File: config.mk
export PLATFORM = sky130hd
export DESIGN_NAME = vip_src_arbiter
export DESIGN_NICKNAME = d
export VERILOG_FILES = /design/src/rtl/vip_src_arbiter.sv
export SDC_FILE = /design/constraint.sdc
export NUM_CORES = 1
export LEC_CHECK = 0
export CORE_ASPECT_RATIO = 0.8
export CORE_MARGIN = 1
export CORE_UTILIZATION = 25
export DETAILED_ROUTE_END_ITERATION = 12
export SLEW_MARGIN = 25
export SYNTH_ARGS = -nofsm -noshare
export SYNTH_HDL_FRONTEND = slang
export SYNTH_SLANG_ARGS = --single-unit
File: constraint.sdc
create_clock -name clk -period 3.7 [get_ports clk]
set_input_delay 0.37 -clock clk [delete_from_list [all_inputs] [get_ports clk]]
set_output_delay 0.37 -clock clk [all_outputs]
set_load 0.02 [all_outputs]
File: src/rtl/vip_src_arbiter.sv
// Frame-boundary arbiter sharing one RGB565 converter between two sources.
// Define VIP_ARB_DROP_CNT_EN to add per-source dropped-frame counters.
module vip_src_arbiter #(
    parameter int FRAMES_PER_GRANT = 1,
    parameter int CNT_W            = 16
) (
    input  logic             clk,
    input  logic             rst,
    input  logic             src0_req,
    input  logic             src0_vsync,
    input  logic             src0_hsync,
    input  logic             src0_de,
    input  logic [4:0]       src0_red,
    input  logic [5:0]       src0_green,
    input  logic [4:0]       src0_blue,
    input  logic             src1_req,
    input  logic             src1_vsync,
    input  logic             src1_hsync,
    input  logic             src1_de,
    input  logic [4:0]       src1_red,
    input  logic [5:0]       src1_green,
    input  logic [4:0]       src1_blue,
    output logic             out_vsync,
    output logic             out_hsync,
    output logic             out_de,
    output logic [4:0]       out_red,
    output logic [5:0]       out_green,
    output logic [4:0]       out_blue,
    output logic [1:0]       grant,
    output logic             busy,
    output logic [CNT_W-1:0] frame_cnt0,
    output logic [CNT_W-1:0] frame_cnt1
`ifdef VIP_ARB_DROP_CNT_EN
    ,
    output logic [CNT_W-1:0] drop_cnt0,
    output logic [CNT_W-1:0] drop_cnt1
`endif
);

    typedef enum logic [1:0] {
        IDLE,
        WAIT_SOF,
        ACTIVE
    } state_t;

    localparam int FPG = (FRAMES_PER_GRANT < 1) ? 1 : FRAMES_PER_GRANT;
    localparam logic [CNT_W:0] FPG_V = (CNT_W+1)'(FPG);
    localparam logic [CNT_W-1:0] ONE = CNT_W'(1);

    state_t           state_q, state_d;
    logic             cand_q, cand_d;
    logic             owner_q, owner_d;
    logic             ptr_q, ptr_d;
    logic [CNT_W-1:0] frames_done_q, frames_done_d;
    logic [1:0]       vsync_q;

    logic [1:0]       req;
    logic [1:0]       vs;
    logic [1:0]       rise;
    logic             sel;
    logic             other;
    logic [CNT_W:0]   fd_inc;
    logic             yield;
    logic             pass;
    logic [1:0]       fwd_rise;

    logic             mux_vsync, mux_hsync, mux_de;
    logic [4:0]       mux_red, mux_blue;
    logic [5:0]       mux_green;

    assign req    = {src1_req, src0_req};
    assign vs     = {src1_vsync, src0_vsync};
    assign rise   = vs & ~vsync_q;
    assign busy   = (state_q != IDLE);
    assign sel    = (state_q == ACTIVE) ? owner_q : cand_q;
    assign other  = ~owner_q;
    assign fd_inc = {1'b0, frames_done_q} + (CNT_W+1)'(1);

    // A grant ends only on the owner's frame boundary.
    assign yield = (state_q == ACTIVE) && rise[owner_q] &&
                   (!req[owner_q] || ((fd_inc >= FPG_V) && req[other]));

    assign pass = ((state_q == ACTIVE) && !yield) ||
                  ((state_q == WAIT_SOF) && rise[cand_q] && req[cand_q]);

    assign fwd_rise[0] = pass && !sel && rise[0];
    assign fwd_rise[1] = pass && sel && rise[1];

    assign mux_vsync = sel ? src1_vsync : src0_vsync;
    assign mux_hsync = sel ? src1_hsync : src0_hsync;
    assign mux_de    = sel ? src1_de    : src0_de;
    assign mux_red   = sel ? src1_red   : src0_red;
    assign mux_green = sel ? src1_green : src0_green;
    assign mux_blue  = sel ? src1_blue  : src0_blue;

    always_comb begin
        state_d       = state_q;
        cand_d        = cand_q;
        owner_d       = owner_q;
        ptr_d         = ptr_q;
        frames_done_d = frames_done_q;
        unique case (state_q)
            IDLE: begin
                if (|req) begin
                    state_d = WAIT_SOF;
                    cand_d  = (&req) ? ~ptr_q : req[1];
                end
            end
            WAIT_SOF: begin
                if (!req[cand_q]) begin
                    state_d = IDLE;
                end else if (rise[cand_q]) begin
                    state_d       = ACTIVE;
                    owner_d       = cand_q;
                    frames_done_d = '0;
                end
            end
            ACTIVE: begin
                if (rise[owner_q]) begin
                    if (yield) begin
                        ptr_d = owner_q;
                        if (req[other]) begin
                            state_d = WAIT_SOF;
                            cand_d  = other;
                        end else begin
                            state_d = IDLE;
                        end
                    end else if (!(&frames_done_q)) begin
                        frames_done_d = frames_done_q + ONE;
                    end
                end
            end
            default: state_d = IDLE;
        endcase
    end

    always_ff @(posedge clk) begin
        if (rst) begin
            state_q       <= IDLE;
            cand_q        <= 1'b0;
            owner_q       <= 1'b0;
            ptr_q         <= 1'b1;
            frames_done_q <= '0;
            vsync_q       <= 2'b00;
            out_vsync     <= 1'b0;
            out_hsync     <= 1'b0;
            out_de        <= 1'b0;
            out_red       <= '0;
            out_green     <= '0;
            out_blue      <= '0;
            grant         <= 2'b00;
            frame_cnt0    <= '0;
            frame_cnt1    <= '0;
        end else begin
            state_q       <= state_d;
            cand_q        <= cand_d;
            owner_q       <= owner_d;
            ptr_q         <= ptr_d;
            frames_done_q <= frames_done_d;
            vsync_q       <= vs;
            out_vsync     <= pass && mux_vsync;
            out_hsync     <= pass && mux_hsync;
            out_de        <= pass && mux_de;
            out_red       <= pass ? mux_red   : '0;
            out_green     <= pass ? mux_green : '0;
            out_blue      <= pass ? mux_blue  : '0;
            grant         <= pass ? (sel ? 2'b10 : 2'b01) : 2'b00;
            if (fwd_rise[0] && !(&frame_cnt0))
                frame_cnt0 <= frame_cnt0 + ONE;
            if (fwd_rise[1] && !(&frame_cnt1))
                frame_cnt1 <= frame_cnt1 + ONE;
        end
    end

`ifdef VIP_ARB_DROP_CNT_EN
    logic [1:0] drop;

    assign drop = rise & req & ~fwd_rise;

    always_ff @(posedge clk) begin
        if (rst) begin
            drop_cnt0 <= '0;
            drop_cnt1 <= '0;
        end else begin
            if (drop[0] && !(&drop_cnt0))
                drop_cnt0 <= drop_cnt0 + ONE;
            if (drop[1] && !(&drop_cnt1))
                drop_cnt1 <= drop_cnt1 + ONE;
        end
    end
`endif

endmodule

* Word-level counts from Yosys, hierarchy flattened
Cells that the tools add are included.
Operators by class: $lt $le $gt $ge 4, bitwise operators 5, equal/unequal tests 11, reduce and logical (&&, ||, !) cells 37, add/sub/neg operators 4, multiplexer cells 37
Operator list (count):
- $mux W16 | 5
- $add A16 B1 Y16 const B | 3
- $reduce_and A16 Y1 | 3
- $pmux W16 S2 | 1
- $mux W1 | 20
- $add A16 B1 Y17 const B | 1
- $ge A17 B1 Y1 const B | 1
- $logic_and A1 B1 Y1 | 15
- $mux W2 | 6
- $ne A2 B2 Y1 const B | 6
- $mux W5 | 2
- $lt A1 B2 Y1 const B | 3
- $mux W6 | 1
- $pmux W2 S3 | 1
- $reduce_and A3 Y1 | 2
- $reduce_and A6 Y1 | 1
- $reduce_bool A2 Y1 | 3
- $logic_not A1 Y1 | 5
- $reduce_and A5 Y1 | 1
- $ne A2 B1 Y1 const B | 2
- $reduce_and A4 Y1 | 1
- $reduce_or A2 Y1 | 2
- $ne A3 B3 Y1 const B | 1
- $not A1 Y1 | 3
- 8 further kinds | 9
Storage, ports and cells: register bits 76, output and inout port bits 54, input port bits 42, logic and storage cells 113

* Logic depth before layout (Yosys ltp)
Gate-level depths: netlist of run 1.
depth after elaboration 12, mapped depth 10, mapped depth without buffers 9

* Least setup slack after synthesis of run 1
No wires, ideal clock.
path kind reg-to-reg, start point reg frames_done_q[1], end point reg frame_cnt0[9], data required time 3.630 ns, setup time 0.070 ns, buffers on the path 0, period minus slack after synthesis 2.757 ns, arrival time 2.687 ns, path slack 0.943 ns, cell stages (with the launch flop) 10, path through dfxtp_1 > ha_1 > nand4_1 > nor3_1 > and3_1 > o2111ai_2 > nor3_4 > o21ai_4 > or4_1 > a21oi_1
On the way: word-level cells in the longest chain between the ends 11
RTL lines:
- start: declaration | RTL line 54 | logic [CNT_W-1:0] frames_done_q, frames_done_d;
- start signal: assignment | RTL line 159 | frames_done_q <= frames_done_d;
- $add A16 B1 Y17 | RTL line 77 | assign fd_inc = {1'b0, frames_done_q} + (CNT_W+1)'(1);
- $ge A17 B1 Y1 | RTL line 81 | (!req[owner_q] || ((fd_inc >= FPG_V) && req[other]));
- $logic_and A1 B1 Y1 | RTL line 81
- $logic_or A1 B1 Y1 | RTL line 81
- $logic_and A1 B1 Y1 | RTL line 80 | assign yield = (state_q == ACTIVE) && rise[owner_q] &&
- $logic_not A1 Y1 | RTL line 83 | assign pass = ((state_q == ACTIVE) && !yield) ||
- $logic_and A1 B1 Y1 | RTL line 83
- $logic_or A1 B1 Y1 | RTL line 83
- $logic_and A1 B1 Y1 (2 in series) | RTL line 86 | assign fwd_rise[0] = pass && !sel && rise[0];
- $logic_and A1 B1 Y1 | RTL line 168 | if (fwd_rise[0] && !(&frame_cnt0))
- end signal: assignment | RTL line 169 | frame_cnt0 <= frame_cnt0 + ONE;
- end: declaration | RTL line 31 | output logic [CNT_W-1:0] frame_cnt0,
Every way passes these cells. A chain may end at the register's enable or synchronous reset.

* Worst setup path after layout of run 1
start point reg frames_done_q[0], end point reg frame_cnt1[9]
On the way: word-level cells in the longest chain between the ends 11
RTL lines:
- $add A16 B1 Y17 | RTL line 77
- $ge A17 B1 Y1 | RTL line 81
- $logic_and A1 B1 Y1 | RTL line 81
- $logic_or A1 B1 Y1 | RTL line 81
- $logic_and A1 B1 Y1 | RTL line 80
- $logic_not A1 Y1 | RTL line 83
- $logic_and A1 B1 Y1 | RTL line 83
- $logic_or A1 B1 Y1 | RTL line 83
- $logic_and A1 B1 Y1 (2 in series) | RTL line 87 | assign fwd_rise[1] = pass && sel && rise[1];
- $logic_and A1 B1 Y1 | RTL line 170 | if (fwd_rise[1] && !(&frame_cnt1))
- end signal: assignment | RTL line 171 | frame_cnt1 <= frame_cnt1 + ONE;
- end: declaration | RTL line 32 | output logic [CNT_W-1:0] frame_cnt1
Every way passes these cells.

==> impl_metrics.json, run 1 <==
{
  "max_cap_viol_count": 0,
  "powerDensity_mw_per_mm2": 349,
  "htree_levels": 3,
  "worst-path-max-fanout": 16,
  "rr_endpoint": "frame_cnt1[9]",
  "grt_pass1_vias": 3579,
  "yosysSeqAreaShare": 0.387,
  "timing.final.crit_period_ns": 3.24,
  "synth_fa_ha_area_frac": 0.0127,
  "p_sw_frac": 0.225,
  "min_path_cells": 2,
  "synth_top_family_by_area": "simple AND/OR/NAND/NOR gates",
  "cp_data_arrival_time_ns": 3.50,
  "rrSetupSlack_ns": 0.46,
  "maxSlewViolCount": 0,
  "slew_headroom": 0.533,
  "gp_congestion": 0.918,
  "min_from": "frame_cnt0[5]",
  "hold_violations": 0,
  "cp_data_required_time_ns": 3.96,
  "power.switching_mw": 0.423,
  "cts_buffer_depth": 2,
  "postCtsSetupRepairBufs": 0,
  "drtIter0Drc": 307,
  "start_kind": "flop",
  "clkPwrFrac": 0.472,
  "place_hpwl_microns": 7610,
  "drc": 0,
  "num_rows": 40,
  "drive_above_1_share": 0.0684,
  "synth_compound_area_frac": 0.205,
  "cts_root_buf": "clkbuf_16",
  "vias_per_cell": 4.85,
  "status": "complete, no violations",
  "yosysTopAreaCell": "dfxtp_1",
  "power.share.sequential": 0.443,
  "post_cts_resized": 0,
  "setup_viol": 0,
  "hold_path_end": "frame_cnt0[5]",
  "diodes": 0,
  "hp-class": "flop to flop",
  "grt_max_degree": 45,
  "p_comb_frac": 0.085,
  "grt_first_pass_wirelength_microns": 17400,
  "path_clk_slew_ns": 0.06,
  "ioPinCount": 96,
  "cp.buffers_inverters": 1,
  "drt_wl_total_microns": 10700,
  "antenna_found_initial": 0,
  "reg2reg_depth": 10,
  "layout.nets": 627,
  "synth_xor_area_frac": 0.0443,
  "rsz0062_at_grt": "no",
  "clk_latency_ns": 0.33,
  "die-area_sq_mm": 0.0162,
  "fin_crit_sh": 0.876,
  "synth_area_sq_mm": 0.00393,
  "synth.avg_cell_area_sq_um": 7.94,
  "yosys.area_share.simple": 0.279,
  "end_kind": "flop",
  "firstDrtPassIters": 4,
  "die_width_microns": 142,
  "p_int_mw": 1.46,
  "synth.area.top_cells": "dfxtp_1 39%, nand2_1 7.1%, a21oi_1 5.7%",
  "synthCells": 495,
  "tightestPinTransition_ns": 0.693,
  "start_util": 0.259,
  "synth_nets": 541,
  "ant_nets": 0,
  "ys_seq_elements": 76,
  "cts_sinks": 76,
  "yosysWarnings": 0,
  "synthFlopType": "dfxtp_1",
  "synth_edf_count": 0,
  "grt-ovfl-total": 0,
  "path_delay_family": "simple AND/OR/NAND/NOR gates",
  "synthMuxAreaShare": 0.0261,
  "synth_top_area_share": 0.387,
  "grt_usage": 0.134,
  "synthArstFlopShare": 0,
  "fmaxAchievable_mhz": 308,
  "finalClockSkew_ns": 0.00699,
  "r2r_start": "frames_done_q[0]",
  "core_area_sq_mm": 0.0152,
  "path_cells": "ha_1, nand4_1, nor3_1, and3_1, o2111ai_2, nor3_4, buf_4, o21ai_2, or4_1, a21oi_1",
  "ys_types": 57,
  "hold_ws_ns": 0.492,
  "numCtsBuffers": 9,
  "cts_tree": "done",
  "crit_type": "flop to flop",
  "routedWlPerCell_microns": 13.4,
  "numPortBuffers": 95,
  "vias": 3856,
  "die_y_microns": 114,
  "setup_tns_ns": 0,
  "hold_buffers": 0,
  "fillers": 1566,
  "ir_drop_uv": 195,
  "leakagePower_nw": 1.91,
  "slowest_delay_ns": 0.50,
  "crit_path_top_delay_cell": "or4_1",
  "syn_to_final_growth_pct": 37.3
}
worst min-delay path, stage by stage (launching register included):
cell     delay [ns]
dfxtp_1        0.32
o31ai_1        0.07
a21oi_1        0.05
metal layers:
metal,vias up,global-route usage,share of wire
met5,-,0,0
met4,0,0.0344,0.011
met3,12,0.0414,0.070
met2,112,0.201,0.42
met1,1785,0.184,0.50
li1,1947,-,-
power groups by stage:
stage | Sequential (mW) | Combinational [mW] | Clock, mW
after detailed placement | 0.852 | 0.160 | 0
after global placement | 0.851 | 0.157 | 0
after CTS | 0.834 | 0.161 | 0.915
after floorplan | 0.856 | 0.0750 | 0
after global routing | 0.834 | 0.175 | 0.959
final | 0.834 | 0.160 | 0.888
stage by stage:
| stage | utilization | instance area (sq um) | power (mW) | cells | setup slack (ns) |
|---|---|---|---|---|---|
| 2_1_floorplan | - | 3930 | 0.931 | 495 | 0.943 |
| 3_3_place_gp | 0.335 | 5080 | 1.01 | 780 | 0.651 |
| 3_5_place_dp | 0.335 | 5080 | 1.01 | 780 | 0.511 |
| 4_1_cts | 0.355 | 5390 | 1.91 | 795 | 0.477 |
| 5_1_grt | 0.356 | 5390 | 1.97 | 795 | 0.190 |
| 6_report | 0.356 | 5390 | 1.88 | 795 | 0.457 |
placed cells by master, fill, tap and decap left out, types with 5 or more instances in the layout:
cell              n
a21oi_1          45
and2_1            5
and3_1           12
and4_1            6
buf_4             6
clkbuf_16         9
clkdlybuf4s50_1  95
dfxtp_1          76
inv_1            18
mux2i_1           7
nand2_1          74
nand3_1          13
nand4_1          10
nor2_1           39
nor2b_1           5
nor3_1           14
o211ai_1          9
o21ai_0          29
o31ai_1           6
or3_1            18
or4_1             5
xnor2_1           7
xor2_1           11
registers in the layout, summed over array words and instances, names as in the netlist:
register and cells:
out_vsync 1, out_red 5, out_de 1, state_q 2, ptr_q 1, vsync_q 2
grant 2, frames_done_q 16, out_green 6, frame_cnt1 16, out_hsync 1, out_blue 5
frame_cnt0 16, owner_q 1, cand_q 1
worst max-delay path by stage:
stage | cells past startpoint | slack, ns | end | from
after CTS | 10 | 0.48 | frame_cnt1[9] | frames_done_q[0]
final | 10 | 0.46 | frame_cnt1[9] | frames_done_q[0]
after floorplan | 9 | 0.94 | frame_cnt0[9] | frames_done_q[1]
after detailed placement | 10 | 0.51 | frame_cnt1[9] | frames_done_q[0]
after global placement | 10 | 0.65 | frame_cnt0[9] | frames_done_q[0]
after global routing | 10 | 0.19 | frame_cnt1[9] | frames_done_q[0]
cells in the mapped netlist, types with 3 or more instances:
cell / n
a21oi_1: 45
a221o_1: 3
a22o_1: 4
a31oi_1: 4
and2_1: 5
and3_1: 12
and4_1: 6
buf_2: 5
clkbuf_1: 18
dfxtp_1: 76
ha_1: 4
inv_1: 18
mux2i_1: 8
nand2_1: 74
nand2b_1: 3
nand3_1: 13
nand4_1: 10
nor2_1: 39
nor2b_1: 5
nor3_1: 14
nor4_1: 4
o211ai_1: 9
o21a_1: 3
o21ai_0: 29
o31ai_1: 6
or3_1: 18
or4_1: 5
xnor2_1: 7
xor2_1: 11
final cells by class:
type,count,area (sq um),share of cell area
Clock buffer,11,253,0.0469
Clock inverter,4,48.8,0.00905
Inverter,18,67.6,0.0125
Multi-Input combinational cell,375,2240,0.416
Sequential cell,76,1520,0.282
Tap cell,210,263,0.0487
Timing Repair Buffer,101,996,0.185
cells by family after synthesis:
group	after synthesis
buffers and inverters	44
xor gates and xnor gates	19
DFF	76
muxes	10
adders and majority gates	4
and+or+nand+nor	217
AOI/OAI and AO/OA	125
No activity file was read; power rests on OpenSTA's default activity.
==> inputs of run 2 (changes only) <==
--- a/config.mk
+++ b/config.mk
@@ -9,6 +9,7 @@
 export CORE_MARGIN = 1
 export CORE_UTILIZATION = 25
 export DETAILED_ROUTE_END_ITERATION = 12
+export PLACE_DENSITY_LB_ADDON = 0.15
 export SLEW_MARGIN = 25
 export SYNTH_ARGS = -nofsm -noshare
 export SYNTH_HDL_FRONTEND = slang
==> run 2 against run 1 <==
Sequential cell count unchanged. Clock skew down 0.0011 ns. Clock power rose by 8.4%. Hold slack improved by 0.0088 ns. Total power rose by 4.1%. Cell area rose by 1.0%. Sequential power about the same. Global-route usage is 0.62 points higher. Utilization rose by 0.35 points. Non-clock buffer count is 4 higher. Critical endpoint is now frame_cnt0[9].
==> impl_metrics.json, run 2 (synthesized netlist as in run 1, its figures left out) <==
{
  "grt_first_pass_wirelength_microns": 17900,
  "hold_violations": 0,
  "rrSetupSlack_ns": 0.42,
  "slew_headroom": 0.488,
  "grt_pass1_vias": 3584,
  "crit_type": "flop to flop",
  "drive_above_1_share": 0.0763,
  "max_cap_viol_count": 0,
  "maxSlewViolCount": 0,
  "critPathCapture": "frame_cnt0[9]",
  "place_ws_ns": 0.212,
  "vias_per_cell": 4.85,
  "cts_tree": "done",
  "path_cells": "ha_1, nand4_1, nor3_1, and3_1, o2111ai_2, nor3_4, buf_4, o21ai_4, or4_1, a21oi_1",
  "place_inst": 782,
  "cts_root_buf": "clkbuf_16",
  "setup_viol": 0,
  "setup_tns_ns": 0,
  "routedWlPerCell_microns": 13.8,
  "core_area_sq_mm": 0.0152,
  "total_power_mw": 1.96,
  "slowest_delay_ns": 0.52,
  "tightestPinTransition_ns": 0.760,
  "hold_ws_ns": 0.501,
  "die_width_microns": 142,
  "fin_cells": 800,
  "leakagePower_nw": 1.93,
  "crit_start": "frames_done_q[1]",
  "grt_max_degree": 45,
  "mostFrequentLayoutCells": "95 x clkdlybuf4s50_1, 76 x dfxtp_1, 74 x nand2_1",
  "reg_top3": "frame_cnt0 (16), frame_cnt1 (16), frames_done_q (16)",
  "end_kind": "flop",
  "fin_crit_sh": 0.886,
  "cts_sinks": 76,
  "drtIter0Drc": 192,
  "cp_data_required_time_ns": 3.96,
  "ir_drop_uv": 299,
  "ioPinCount": 96,
  "timing.final.crit_period_ns": 3.28,
  "gp_congestion": 0.806,
  "htree_levels": 3,
  "cts_buffer_depth": 2,
  "worst-path-max-fanout": 8,
  "place_hpwl_microns": 7640,
  "reg2reg_depth": 10,
  "ant_nets": 0,
  "syn_to_final_growth_pct": 38.7,
  "drt_wl_total_microns": 11100,
  "timing.final.ws_setup_ns": 0.420,
  "placed_area_sq_mm": 0.00511,
  "start_util": 0.259,
  "drc": 0,
  "start_kind": "flop",
  "path_clk_slew_ns": 0.06,
  "fillers": 1566,
  "final_util": 0.359,
  "status": "complete, no violations",
  "finalClockSkew_ns": 0.00594,
  "grt_usage": 0.140,
  "final_common_cell": "clkdlybuf4s50_1",
  "powerDensity_mw_per_mm2": 359,
  "grt-ovfl-total": 0,
  "numCtsBuffers": 9,
  "layout.nets": 631,
  "fmaxAchievable_mhz": 305,
  "hp-class": "flop to flop",
  "clk_latency_ns": 0.33,
  "crit_path_top_delay_cell": "or4_1",
  "r2r_start": "frames_done_q[1]",
  "die_y_microns": 114,
  "post_cts_resized": 0,
  "numPortBuffers": 95,
  "num_rows": 40,
  "cp_data_arrival_time_ns": 3.54,
  "rr_endpoint": "frame_cnt0[9]",
  "antenna_found_initial": 0,
  "design_area_sq_mm": 0.00545,
  "rsz0062_at_grt": "no",
  "firstDrtPassIters": 4,
  "diodes": 0,
  "vias": 3877,
  "die-area_sq_mm": 0.0162
}
[run 2: cell types whose count changed in the layout (fill, tap and decap cells not counted), sizes merged]
| cell | previous run | this run |
|---|---|---|
| clkbuf | 11 | 10 |
| clkinvlp | 0 | 1 |
| bufinv | 1 | 2 |
| inv | 18 | 19 |
| clkinv | 3 | 2 |
| buf | 6 | 10 |
[run 2: worst min path at each step]
stage                     start    end  slack [ns]  cells past startpoint
after CTS                 ptr_q  ptr_q        0.50                      2
after global placement    ptr_q  ptr_q        0.48                      2
after global routing      ptr_q  ptr_q        0.52                      2
final                     ptr_q  ptr_q        0.50                      2
after floorplan           ptr_q  ptr_q        0.46                      2
after detailed placement  ptr_q  ptr_q        0.48                      2
[run 2: timing repair]
item                                    4_1_cts  5_1_grt
hold endpoints to repair                      0        0
hold buffers                                  0        0
endpoints found under the setup margin        0        4
setup buffers                                 0        2
[run 2: area by class of cell]
| type | count | area, sq um | share of cell area |
|---|---|---|---|
| well taps | 210 | 263 | 0.0482 |
| clock inverters | 6 | 86.3 | 0.0158 |
| clock buffers | 10 | 239 | 0.0439 |
| inverters | 18 | 67.6 | 0.0124 |
| repair buffers | 105 | 1030 | 0.188 |
| multi-input cells | 375 | 2240 | 0.412 |
| flip-flops and latches | 76 | 1520 | 0.279 |
[run 2: worst max-delay path, delay by kind of cell (launching register included)]
kind	cells	cell delay, ns
AND/OR/NAND/NOR	5	1.73
AO/OA/AOI/OAI	3	0.48
flip-flops	1	0.46
adder cells (fa/ha/maj)	1	0.34
buffers and inverters	1	0.21
[run 2: power breakdown]
part / internal (mW) / switching, mW / total [mW]
Sequential: 0.827 / 0.00639 / 0.834
Combinational: 0.0786 / 0.0826 / 0.161
Clock: 0.609 / 0.354 / 0.963
[run 2: metal layers]
layer  GRT usage  vias up  wire [microns]
met3      0.0355        9             667
met1       0.198     1788            5870
met2       0.205      122            4410
met5           0        -               0
li1            -     1958               -
met4      0.0473        0             119
